**config.mk**
```make
export PLATFORM = sky130hd
export DESIGN_NAME = im_loader
export DESIGN_NICKNAME = d
export VERILOG_FILES = /design/src/rtl/im_loader.sv
export SDC_FILE = /design/constraint.sdc
export NUM_CORES = 1
export LEC_CHECK = 0
export BUFFER_PORTS_ARGS = -buffer_cell sky130_fd_sc_hd__buf_2
export CORE_ASPECT_RATIO = 1.1
export CORE_MARGIN = 2
export CORE_UTILIZATION = 35
export CTS_BUF_LIST = sky130_fd_sc_hd__clkbuf_4 sky130_fd_sc_hd__clkbuf_8
export CTS_CLUSTER_SIZE = 24
export DETAILED_ROUTE_END_ITERATION = 8
export PLACE_DENSITY = 0.57
export SYNTH_ARGS = -nofsm -noshare
export SYNTH_HDL_FRONTEND = slang
export SYNTH_SLANG_ARGS = --single-unit
```
**constraint.sdc**
```tcl
create_clock -name clk -period 2.95 [get_ports clk]
set_input_delay 0.7375 -clock clk [delete_from_list [all_inputs] [get_ports clk]]
set_output_delay 0.7375 -clock clk [all_outputs]
set_load 0.05 [all_outputs]
```
**src/rtl/im_loader.sv**
```systemverilog
// Instruction-memory loader: assembles a little-endian byte stream into 32-bit words,
// writes them to sequential IM addresses and holds the core in reset while loading.
module im_loader #(
    parameter int unsigned ADDR_W = 5,
    parameter int unsigned DATA_W = 32
) (
    input  logic              clk,
    input  logic              rst_n,
    input  logic              start,
    input  logic [ADDR_W:0]   num_words,
    input  logic [7:0]        byte_in,
    input  logic              byte_valid,
    output logic              byte_ready,
    output logic              im_we,
    output logic [ADDR_W-1:0] im_waddr,
    output logic [DATA_W-1:0] im_wdata,
    output logic              cpu_hold,
    output logic              done,
    output logic [DATA_W-1:0] checksum
);

    typedef enum logic [1:0] {StIdle, StRecv, StWrite, StDone} state_e;

    localparam logic [ADDR_W:0] MaxWords = {1'b1, {ADDR_W{1'b0}}};

    state_e              state_q, state_d;
    logic [ADDR_W:0]     num_q, num_d;
    logic [ADDR_W:0]     count_q, count_d;
    logic [1:0]          idx_q, idx_d;
    logic [ADDR_W-1:0]   waddr_q, waddr_d;
    logic [DATA_W-1:0]   wdata_q, wdata_d;
    logic [DATA_W-1:0]   csum_q, csum_d;
    logic [ADDR_W:0]     num_sat;

    assign num_sat = (num_words > MaxWords) ? MaxWords : num_words;

    always_ff @(posedge clk or negedge rst_n) begin
        if (!rst_n) begin
            state_q <= StIdle;
            num_q   <= '0;
            count_q <= '0;
            idx_q   <= '0;
            waddr_q <= '0;
            wdata_q <= '0;
            csum_q  <= '0;
        end else begin
            state_q <= state_d;
            num_q   <= num_d;
            count_q <= count_d;
            idx_q   <= idx_d;
            waddr_q <= waddr_d;
            wdata_q <= wdata_d;
            csum_q  <= csum_d;
        end
    end

    always_comb begin
        state_d = state_q;
        num_d   = num_q;
        count_d = count_q;
        idx_d   = idx_q;
        waddr_d = waddr_q;
        wdata_d = wdata_q;
        csum_d  = csum_q;

        unique case (state_q)
            StIdle, StDone: begin
                if (start) begin
                    num_d   = num_sat;
                    count_d = '0;
                    idx_d   = '0;
                    waddr_d = '0;
                    csum_d  = '0;
                    state_d = (num_sat == '0) ? StDone : StRecv;
                end
            end
            StRecv: begin
                if (byte_valid) begin
                    wdata_d[{idx_q, 3'b000} +: 8] = byte_in;
                    idx_d = idx_q + 2'd1;
                    if (idx_q == 2'd3) begin
                        state_d = StWrite;
                    end
                end
            end
            StWrite: begin
                csum_d  = csum_q ^ wdata_q;
                count_d = count_q + 1'b1;
                // Address wraps naturally; only a full-depth load reaches it, and that ends here.
                waddr_d = waddr_q + 1'b1;
                idx_d   = '0;
                state_d = (count_q + 1'b1 == num_q) ? StDone : StRecv;
            end
            default: state_d = StIdle;
        endcase
    end

    assign byte_ready = (state_q == StRecv);
    assign im_we      = (state_q == StWrite);
    assign cpu_hold   = (state_q == StRecv) || (state_q == StWrite);
    assign done       = (state_q == StDone);
    assign im_waddr   = waddr_q;
    assign im_wdata   = wdata_q;
    assign checksum   = csum_q;

endmodule

```
# == Word level (Yosys, flattened, before mapping) ==
# Index checks and enable logic that the tools add are counted.
# op_classes
muxes,17
shift,2
n_lt_le_gt_ge,1
reduce_logical,10
addsub,4
n_eq_ne,8
n_bitwise,1
# op_table
op,n
32-bit case mux with 2 select lines,1
32-bit bitwise mux,1
32-bit 2-to-1 mux,1
8-bit by 7-bit variable shift with 32-bit output (first input constant),1
8-bit by 7-bit indexed part select with 32-bit output,1
32-bit bitwise XOR,1
2-bit 2-to-1 mux,7
6-bit 2-to-1 mux,2
2-bit case mux with 3 select lines,2
6-bit case mux with 2 select lines,1
5-bit case mux with 2 select lines,1
2-bit AND reduction,4
5-bit negator with 7-bit output,1
6-bit by 1-bit adder with 6-bit output (second input constant),1
2-bit equality test (second input constant),3
6-bit equality test,1
6-bit greater-than comparator (second input constant),1
6-bit zero test,1
5-bit by 1-bit adder with 5-bit output (second input constant),1
5-bit 2-to-1 mux,1
2-bit != test (second input constant),2
3-bit AND reduction,1
2-bit by 1-bit adder with 2-bit output (second input constant),1
2-bit by 1-bit equality test with 1-bit output (second input constant),1
5 further kinds,5
# totals
input_bits,18
out_inout_bits,73
register_bits,85

# == Longest topological paths before layout ==
# Gate-level depths: netlist of run 1.
# depth
word_depth,6
depth_mapped,9
ltp_nobuf,7

# == Worst setup path after synthesis of run 1 ==
# Ideal clock, no wire load.
# synth_path
path_type,reg-to-output
startpoint,register state_q[0]
endpoint,output port cpu_hold
path_stages_with_launch,5
required_ns,2.213
arrival_ns,1.324
setup_slack_ns,0.889
path_cell_list,dfrtp_1 > inv_1 > ha_1 > buf_2 > inv_1
# synth_via
elab_chain_len,2
word_cells_on_any_way,3
classes_between,2 x eq/ne; 1 x reduce/logical
# synth_lines
element,line_no,source
"start, declared",26,"state_e state_q, state_d;"
"start signal, assigned",39,state_q <= StIdle;
"start signal, assigned",47,state_q <= state_d;
2-bit by 1-bit equality test with 1-bit output / 2-bit equality test (equally long branches),100,assign cpu_hold = (state_q == StRecv) || (state_q == StWrite);
1-bit logical OR (*),100,
"end, declared",17,"output logic cpu_hold,"
# Mark *: on every way between the ends. The rest lies on a longest branch, timed or not.

# == Worst setup path in the final report of run 1 ==
# Same ends and word-level chain as after synthesis.

==> results by group, run 1 <==
Synthesis
  • Post-synthesis area per instance: around 11 um2
  • Number of flops mapped to enable cells by yosys: 0
  • Seq/Total Area, Yosys: approximately 53%
  • Ys flop type: dfrtp_1
  • Synth cell types: 48
  • Post-Syn Nets: 396
  • Synth warn: 0
  • Mapped Area: 4050 um2
  • Synth Register Bits: 85
  • Mapped Cells: 367
  • Ys async rst share: 100%

Detailed routing
  • WL per Instance: 15.8 um
  • DR vias/cell: ~4.9
  • Final WL: 9710 um
  • DRT antenna net count: 0
  • Drt first-iter violations: 155
  • TritonRoute pass-1 iters: 4
  • Via count: ~3.0k
  • Remaining DRCs: 0

Pwr
  • Internal power: roughly 2500 uW
  • Leak: 0.00244 uW
  • IR drop worst, VDD: 0.681 mV
  • Sw frac: approximately half
  • Net Switching: between 2000 and 2500 uW
  • Clk pwr share: 15.8%
  • Reg power frac: between 30% and 40%
  • Combinational power share: 49.6%
  • Power Density: 1030 nW/um2

Layout
  • Most frequent cells in the layout: buf_2 (89), dfrtp_1 (85), nand2_1 (47)
  • Share of layout cells above drive strength 1: slightly below 30%
  • ANT cells: 0
  • Final instance area: 4820 um2
  • Commonest non-fill, non-tap cell in the layout: buf_2
  • Fillers: 1151
  • Synth-to-Final Area Change: 19.1%
  • Nets: 487

GRT
  • Vias in the first global route: 2900
  • Remaining global-route overflow: 0
  • Largest net degree at the start of global routing: 57
  • Initial antenna violation count: 0
  • Tot GR Track Use: 16.3%
  • First-pass GRT wire length: 15600 um

Placed design
  • Area after DPL: 4640 um2
  • Post-DP HPWL: a little under 7000 um
  • IO buf count: 90
  • Global placement routability congestion: approximately 0.8

Clocking
  • Post CTS Setup Buffer Count: 0
  • Worst-Skew Late Latency: 0.36 ns
  • CTS tree: yes
  • Hold_buf cts: 0
  • # resized after CTS: 0
  • CTS Buffer Depth: 2
  • CTS H-tree lvls: 3
  • Sink Count: 85
  • CTS clk-pin slew, worst paths: 0.08 ns
  • Num CTS Buffers: 9
  • Clock Root Buffer: clkbuf_8

Floorplanning
  • Die W: 107 um
  • Die area: roughly 12000 um2
  • Std-Cell Rows: a little over 40
  • Die H: 117 um
  • # IOs: 91
  • Initial Util: between 30% and 40%
  • Core ar.: 11400 um2

STA
  • RSZ-0062 raised after global routing: false
  • Max-slew violations: 0
  • Max frequency: 0.414 GHz
  • Tmin final: roughly 2.4 ns
  • Slew @ Worst Pin: 0.938 ns
  • Final Hold Viols: 0
  • Setup Skew: 0.0103 ns
  • Rel. slew slack: 37.2%
  • Setup TNS: 0 ns
  • Setup violations, final: 0
  • Period utilisation layout: 81.9%

Critical path
  • Crit path DAT: 1.68 ns
  • Setup crit start kind: register
  • Endpoint class of the critical path: output port
  • Max FO, Critical Path: 8
  • Required time worst endpoint: approximately 2.2 ns
  • CP Class: register to output port

Run status
  • Status: finished, final reports clean

Run
  • Max-cap violations: 0

Hold path
  • Hold crit path type: input pin to async pin
[state kept, by name, summed over array words and instances (netlist names)]
name      flops
checksum     32
im_wdata     32
count_q       6
num_q         6
im_waddr      5
idx_q         2
state_q       2
[stage by stage]
step	power (uW)	instances	setup WS, ns	hold slack [ns]	util (%)
after floorplan	3680	367	0.889	0.442	-
after global placement	4200	597	0.678	0.494	40.7
after detailed placement	4220	597	0.617	0.500	40.7
after CTS	5030	613	0.517	0.312	42.3
after global routing	5280	613	0.385	0.327	42.3
final	4960	613	0.534	0.313	42.3
[cell type report]
class | count | area (um2) | share of cell area, %
sequential | 85 | 2130 | 44.1
multi-input combinational | 259 | 1780 | 37.0
timing repair buffer | 96 | 510 | 10.6
tap | 150 | 188 | 3.89
clock buffer | 13 | 166 | 3.45
inverter | 7 | 26.3 | 0.545
clock inverter | 3 | 20.0 | 0.415
[worst max-delay path, stage by stage, from the launching register on]
cell	delay, ns
dfrtp_1	0.41
inv_1	0.07
ha_1	0.44
inv_1	0.14
buf_2	0.27
[per-layer routing]
layer / global-route usage, % / vias up / wire (um)
li1: - / 1440 / -
met3: 2.55 / 11 / 363
met1: 22.0 / 1495 / 4600
met2: 26.7 / 74 / 4620
met5: 0 / - / 0
met4: 6.49 / 0 / 138
[cells in the mapped netlist, types with 4 or more instances]
cell	n	share of area (%)
xnor2_1	4	0.87
o21ai_0	20	2.5
ha_1	11	3.4
dfrtp_1	85	53
xor2_1	38	8.2
buf_2	7	0.87
buf_6	4	1.1
inv_1	5	0.46
a22o_1	32	6.9
nand3_1	7	0.87
nand2_1	47	4.4
nand2b_1	5	0.77
nor2_1	46	4.3
[worst paths after layout]
kind | from | end | slack, ns | depth (start not counted)
max | state_q[0]$_DFFE_PN0P_ | cpu_hold | 0.53 | 4
min | rst_n | checksum[21]$_DFFE_PN0P_ | 0.31 | 1
max reg2reg | state_q[0]$_DFFE_PN0P_ | im_waddr[3]$_DFFE_PN0P_ | 0.65 | 6
min reg2reg | num_q[1]$_DFFE_PN0P_ | num_q[1]$_DFFE_PN0P_ | 0.51 | 2
max in group asynchronous | rst_n | checksum[0]$_DFFE_PN0P_ | 1.98 | 2
min in group clk | num_q[1]$_DFFE_PN0P_ | num_q[1]$_DFFE_PN0P_ | 0.51 | 2
[logic make-up (layout without fill, tap and decap cells)]
family	count (synthesis)	in the layout	synth area share, %
compound gates	67	67	12.5
xor+xnor	42	42	9.09
fa+ha+maj	11	11	3.40
buf+inv	23	119	3.40
flops	85	85	52.5
mux	5	5	1.30
simple gates	134	134	17.8
[power by group through the flow]
stage,registers [uW],clock network [uW],logic [uW]
floorplan,2340,0,1340
global placement,1730,0,2470
detailed placement,1740,0,2490
CTS,1720,816,2500
global route,1750,861,2660
finish,1710,784,2460
No activity file was read; power rests on OpenSTA's default activity.
==> inputs of run 2 (changes only) <==
Settings changed: ABC_AREA set to 1, PLACE_DENSITY 0.57 to 0.59.
Clock period 2.95 ns to 2 ns, I/O delays scaled along.
==> run 2 against run 1 <==
Net effect:
- clock power rose by 75%
- synthesized cell count rose by 27%
- largest cell class unchanged
- setup slack got worse by 0.45 ns
==> results by group, run 2 <==
STA
  • Setup Skew: 0.0106 ns (was 0.0103 ns)
  • Hold_ws: 0.177 ns (was 0.313 ns)
  • Setup violations, final: 0 (unchanged)
  • Rel. slew slack: 68.1% (was 37.2%)
  • Max-slew violations: 0 (unchanged)
  • Slew @ Worst Pin: 0.477 ns (was 0.938 ns)
  • Max frequency: 0.523 GHz
  • Setup TNS: 0 ns (unchanged)
  • Period utilisation layout: 95.7%
  • RSZ-0062 raised after global routing: false (unchanged)
  • Tmin final: about 1.9 ns
  • Final Hold Viols: 0 (unchanged)
  • Final worst setup slack: 0.0869 ns (was 0.534 ns)

Floorplanning
  • Initial Util: 35.6% (about the same)
  • Die W: 107 um (about the same)
  • Core ar.: 11400 um2 (unchanged)
  • Die H: 117 um (about the same)
  • Std-Cell Rows: 41 (unchanged)
  • Die area: 12500 um2 (was 12400 um2)
  • # IOs: 91 (unchanged)

Layout
  • ANT cells: 0 (unchanged)
  • Commonest non-fill, non-tap cell in the layout: buf_2 (unchanged)
  • Most frequent cells in the layout: buf_2 (88), dfrtp_1 (85), nand2_1 (77) (was buf_2 (89), dfrtp_1 (85), nand2_1 (47))
  • Final instance area: 4950 um2 (was 4820 um2)
  • Nets: 589 (was 487)
  • Share of layout cells above drive strength 1: 22.8% (was 28.9%)
  • Synth-to-Final Area Change: 22.0% (was 19.1%)

Synthesis
  • Synth Register Bits: 85 (unchanged)
  • Number of flops mapped to enable cells by yosys: 0 (unchanged)
  • Synth warn: 0 (unchanged)
  • Mapped Cells: 466 (was 367)
  • Yosys top cell area share: 52.4% (was 52.5%)
  • Synth top cells by count: dfrtp_1 (85), nand2_1 (77), o21ai_0 (42), a21oi_1 (40), inv_1 (37) (was dfrtp_1 (85), nand2_1 (47), nor2_1 (46), xor2_1 (38), a22o_1 (32))
  • Top cells by area, synth: dfrtp_1 (52%), nand2_1 (7.1%), and3_1 (5.2%), o21ai_0 (5.2%), a21oi_1 (4.9%) (was dfrtp_1 (53%), xor2_1 (8.2%), a22o_1 (6.9%), nand2_1 (4.4%), nor2_1 (4.3%))
  • Ys async rst share: 100% (unchanged)
  • Mapped Area: 4060 um2 (was 4050 um2)
  • Post-synthesis area per instance: 8.71 um2 (was 11.0 um2)
  • Synth cell types: 24 (was 48)
  • Yosys top cell by area: dfrtp_1 (unchanged)
  • Post-Syn Nets: 495 (was 396)
  • Ys flop type: dfrtp_1 (unchanged)
  • Most common cell in the synthesized netlist: dfrtp_1 (unchanged)
  • Seq/Total Area, Yosys: 52.4% (was 52.5%)

Critical path
  • Buffers & Inverters on Critical Path: 3 (unchanged)
  • Crit-path cells: inv_1 > ha_2 > inv_2 > buf_4 (was inv_1 > ha_1 > inv_1 > buf_2)
  • CP max-delay cell: dfrtp_1 (was ha_1)
  • Crit-path max cell delay: 0.39 ns (was 0.44 ns)
  • Required time worst endpoint: 1.50 ns (was 2.21 ns)
  • Crit path DAT: 1.41 ns (was 1.68 ns)
  • Setup crit start kind: register (unchanged)
  • Max FO, Critical Path: 4 (was 8)
  • Endpoint class of the critical path: output port (unchanged)
  • CP Class: register to output port (unchanged)
  • Delay-heaviest family, CP: flip-flops (was buffers and inverters)

Detailed routing
  • Remaining DRCs: 0 (unchanged)
  • WL per Instance: 14.4 um (was 15.8 um)
  • DR vias/cell: 5.05 (was 4.93)
  • TritonRoute pass-1 iters: 4 (unchanged)
  • DRT antenna net count: 0 (unchanged)
  • Final WL: 10300 um (was 9710 um)
  • Via count: 3610 (was 3020)
  • Drt first-iter violations: 159 (was 155)

Clocking
  • CTS tree: yes (unchanged)
  • CTS clk-pin slew, worst paths: 0.08 ns (about the same)
  • Clock Root Buffer: clkbuf_8 (unchanged)
  • Num CTS Buffers: 9 (unchanged)
  • CTS Buffer Depth: 2 (unchanged)
  • Sink Count: 85 (unchanged)
  • Hold_buf cts: 0 (unchanged)
  • CTS H-tree lvls: 3 (unchanged)
  • Worst-Skew Late Latency: 0.35 ns (was 0.36 ns)

Placed design
  • IO buf count: 90 (unchanged)
  • Global placement routability congestion: 0.844 (was 0.794)
  • Post-DP HPWL: 7470 um (was 6920 um)
  • Area after DPL: 4710 um2 (was 4640 um2)
  • Pre-CTS WS: 0.0848 ns (was 0.617 ns)

GRT
  • Initial antenna violation count: 0 (unchanged)
  • Largest net degree at the start of global routing: 86 (was 57)
  • Vias in the first global route: 3408 (was 2900)
  • First-pass GRT wire length: 17200 um (was 15600 um)
  • Remaining global-route overflow: 0 (unchanged)
  • Tot GR Track Use: 17.4% (was 16.3%)

Pwr
  • IR drop worst, VDD: 1.24 mV (was 0.681 mV)
  • Leak: 0.00275 uW (was 0.00244 uW)
  • Power Density: 1510 nW/um2 (was 1030 nW/um2)

Run
  • Max-cap violations: 0 (unchanged)

Hold path
  • Hold crit path type: input pin to async pin (unchanged)

Run status
  • Status: finished, final reports clean (unchanged)
## run 2: changes by cell type after synthesis, moves of 25 or more
cell	previous run	this run
inv_1	5	37
xor2_1	38	0
nor3_1	3	34
a21oi_1	2	40
nor2_1	46	21
and3_1	1	34
a22o_1	32	0
nand2_1	47	77
## run 2: through the flow
stage                     cells  total power [uW]  util (%)
after global routing        715              8020      43.5
final                       715              7480      43.5
after floorplan             466              5220         -
after CTS                   715              7550      43.4
after global placement      698              6030      41.4
after detailed placement    698              6110      41.4
## run 2: routing by layer
layer  GRT usage [%]  up-vias  wire, um
met1            23.3     1725      4750
met4            5.19        0       106
met3            3.82       10       570
met2            28.7       91      4870
met5               0        -         0
li1                -     1784         -
## run 2: report_power, final
part / total [uW] / switching (uW) / internal, uW
Sequential: 2450 / 344 / 2110
Clock: 1370 / 616 / 754
Combinational: 3660 / 2710 / 950
Total: 7480 / 3670 / 3810
## run 2: worst paths after layout
kind,slack [ns],to,start,cells after the start
worst max register to register,0.17,im_wdata[13]$_DFFE_PN0P_,state_q[1]$_DFFE_PN0P_,7
worst min register to register,0.51,num_q[0]$_DFFE_PN0P_,num_q[0]$_DFFE_PN0P_,2
min in group clk,0.38,num_q[4]$_DFFE_PN0P_,num_words[4],3
worst min-delay path,0.18,num_q[2]$_DFFE_PN0P_,rst_n,2
worst max-delay path,0.09,cpu_hold,state_q[0]$_DFFE_PN0P_,4
max in group asynchronous,1.49,checksum[30]$_DFFE_PN0P_,rst_n,2
## run 2: cells by family (layout without fill, tap and decap cells)
logic type                 count (synthesis)  after routing  synth area share (%)
and+or+nand+nor                          220            220                  26.1
AOI/OAI and AO/OA                         89             89                  11.3
DFF                                       85             85                  52.4
xor gates and xnor gates                   1              1                 0.216
adders and majority gates                 11             11                  3.39
buffers and inverters                     60            159                  6.63
## run 2: final cells by class
class,count,area (um2)
clock buffers,11,145
clock inverters,5,81.3
fillers,1158,6440
inverters,41,154
multi-input cells,321,1670
flip-flops and latches,85,2130
well taps,150,188
repair buffers,102,583
## run 2: what timing repair did
action,CTS,global route
gates resized for setup,1,2
setup endpoints to repair,1,4
setup buffers,1,0
==> inputs of run 3 (changes only) <==
Settings changed: CORE_UTILIZATION 35 to 45, PLACE_DENSITY 0.59 to 0.72.
==> run 3 against run 2 <==
Net effect:
- cell count down 5.0%
- register-to-register slack improved by 0.02 ns
- largest power group unchanged
- count of clock-buffer cells in the layout is 1 lower
- die area is 21% lower
- combinational power about the same
- utilization increased by 12 points
- non-clock buffer count stayed put
- global-route usage is 4.2 points higher
- worst hold slack worse by 0.085 ns
- sequential power about the same
==> results by group, run 3 (synthesis gave the netlist of run 2 again) <==
Hold path
  • Hold crit path type: input pin to async pin (unchanged)

GRT
  • Met2 Use GR: 32.9% (was 28.7%)
  • Met1 Resource Use GR: 30.8% (was 23.3%)
  • Tot GR Track Use: 21.6% (was 17.4%)
  • Vias in the first global route: 3380 (was 3408)
  • Largest net degree at the start of global routing: 41 (was 86)
  • Busiest grt layer: met2 (unchanged)
  • Remaining global-route overflow: 0 (unchanged)
  • First-pass GRT wire length: 16800 um (was 17200 um)
  • Initial antenna violation count: 0 (unchanged)
  • Met3 Track Usage GR: 4.22% (was 3.82%)

Layout
  • Synth-to-Final Area Change: 20.5% (was 22.0%)
  • Fillers: 829 (was 1158)
  • Nets: 589 (unchanged)
  • ANT cells: 0 (unchanged)
  • Share of layout cells above drive strength 1: 22.7% (was 22.8%)
  • Most frequent cells in the layout: buf_2 (87), dfrtp_1 (85), nand2_1 (77) (was buf_2 (88), dfrtp_1 (85), nand2_1 (77))
  • Commonest non-fill, non-tap cell in the layout: buf_2 (unchanged)

Clocking
  • CTS tree: yes (unchanged)
  • Sink Count: 85 (unchanged)
  • Worst-Skew Late Latency: 0.36 ns (was 0.35 ns)
  • Hold_buf cts: 0 (unchanged)
  • Num CTS Buffers: 9 (unchanged)
  • CTS H-tree lvls: 3 (unchanged)
  • CTS Buffer Depth: 2 (unchanged)
  • CTS clk-pin slew, worst paths: 0.09 ns (was 0.08 ns)
  • Clock Root Buffer: clkbuf_8 (unchanged)

Floorplanning
  • Die H: 104 um (was 117 um)
  • Std-Cell Rows: 36 (was 41)
  • Die area: 9790 um2 (was 12500 um2)
  • Die W: 94.5 um (was 107 um)
  • Initial Util: 46.0% (was 35.6%)
  • Core ar.: 8830 um2 (was 11400 um2)
  • # IOs: 91 (unchanged)

Placed design
  • Pre-CTS WS: 0.222 ns (was 0.0848 ns)
  • IO buf count: 90 (unchanged)
  • Global placement routability congestion: 0.864 (was 0.844)
  • Post-DP HPWL: 7230 um (was 7470 um)

Critical path
  • CP max-delay cell: dfrtp_1 (unchanged)
  • CP Class: register to output port (unchanged)
  • Required time worst endpoint: 1.50 ns (about the same)
  • Setup crit start kind: register (unchanged)
  • Delay-heaviest family, CP: flip-flops (unchanged)
  • Crit-path max cell delay: 0.41 ns (was 0.39 ns)
  • Crit-path cells: ha_2 > inv_2 > buf_4 (was inv_1 > ha_2 > inv_2 > buf_4)
  • Worst Setup SP: state_q[1]$_DFFE_PN0P_ (was state_q[0]$_DFFE_PN0P_)
  • Endpoint class of the critical path: output port (unchanged)
  • RR Startpoint: state_q[1]$_DFFE_PN0P_ (unchanged)
  • Buffers & Inverters on Critical Path: 2 (was 3)
  • Max FO, Critical Path: 4 (unchanged)
  • Crit path DAT: 1.42 ns (was 1.41 ns)

STA
  • Max-slew violations: 0 (unchanged)
  • Setup Skew: 0.00884 ns (was 0.0106 ns)
  • Tmin final: 1.92 ns (was 1.91 ns)
  • Final Hold Viols: 0 (unchanged)
  • RSZ-0062 raised after global routing: false (unchanged)
  • Setup TNS: 0 ns (unchanged)
  • Period utilisation layout: 96.2% (was 95.7%)
  • Max frequency: 0.520 GHz (was 0.523 GHz)
  • Rel. slew slack: 68.1% (about the same)
  • Setup violations, final: 0 (unchanged)
  • Slew @ Worst Pin: 0.479 ns (was 0.477 ns)
  • Final worst setup slack: 0.0757 ns (was 0.0869 ns)

Detailed routing
  • Via count: 3619 (was 3610)
  • Final WL: 10100 um (was 10300 um)
  • WL per Instance: 14.8 um (was 14.4 um)
  • DRT antenna net count: 0 (unchanged)
  • Drt first-iter violations: 212 (was 159)
  • DR vias/cell: 5.33 (was 5.05)
  • TritonRoute pass-1 iters: 4 (unchanged)
  • Remaining DRCs: 0 (unchanged)

Pwr
  • IR drop worst, VDD: 0.569 mV (was 1.24 mV)
  • Overall Power: 7420 uW (was 7480 uW)
  • Power Density: 1520 nW/um2 (was 1510 nW/um2)
  • Leak: 0.00274 uW (was 0.00275 uW)

Run
  • Max-cap violations: 0 (unchanged)

Run status
  • Status: finished, final reports clean (unchanged)
[run 3: layer usage]
layer / wire (um) / up-vias
met5: 0 / -
met4: 112 / 0
met1: 4620 / 1724
met2: 4850 / 101
met3: 486 / 7
li1: - / 1787
[run 3: final cells by class]
| type | instances | area (um2) | share of cell area [%] |
|---|---|---|---|
| Inverter | 41 | 154 | 3.15 |
| Clock inverter | 6 | 71.3 | 1.46 |
| Multi-Input combinational cell | 321 | 1670 | 34.2 |
| Sequential cell | 85 | 2130 | 43.5 |
| Timing Repair Buffer | 102 | 586 | 12.0 |
| Tap cell | 114 | 143 | 2.92 |
| Clock buffer | 10 | 138 | 2.81 |
[run 3: power breakdown]
group / switching [uW] / internal [uW]
Sequential: 351 / 2110
Combinational: 2720 / 973
Clock: 651 / 619
[run 3: final timing paths]
kind,end,slack [ns],cells after the start
max in group asynchronous,im_wdata[13]$_DFFE_PN0P_,1.30,2
worst max register to register,im_wdata[13]$_DFFE_PN0P_,0.19,7
worst min-delay path,count_q[4]$_DFFE_PN0P_,0.09,1
worst max-delay path,cpu_hold,0.08,3
min in group clk,num_q[4]$_DFFE_PN0P_,0.37,3
worst min register to register,num_q[0]$_DFFE_PN0P_,0.52,2
[run 3: what timing repair did]
action / in CTS / in global routing
cloned: 0 / 0
setup buffers: 1 / 0
endpoints found under the setup margin: 2 / 2
resized for setup: 1 / 2
[run 3: metrics by stage]
step	instances	hold WS [ns]	util, %	area, um2
detailed placement	662	0.494	52.8	4670
CTS	679	0.0854	55.3	4880
global placement	662	0.492	52.8	4670
global route	679	0.109	55.4	4890
floorplan	466	0.204	-	4060
finish	679	0.0916	55.4	4890
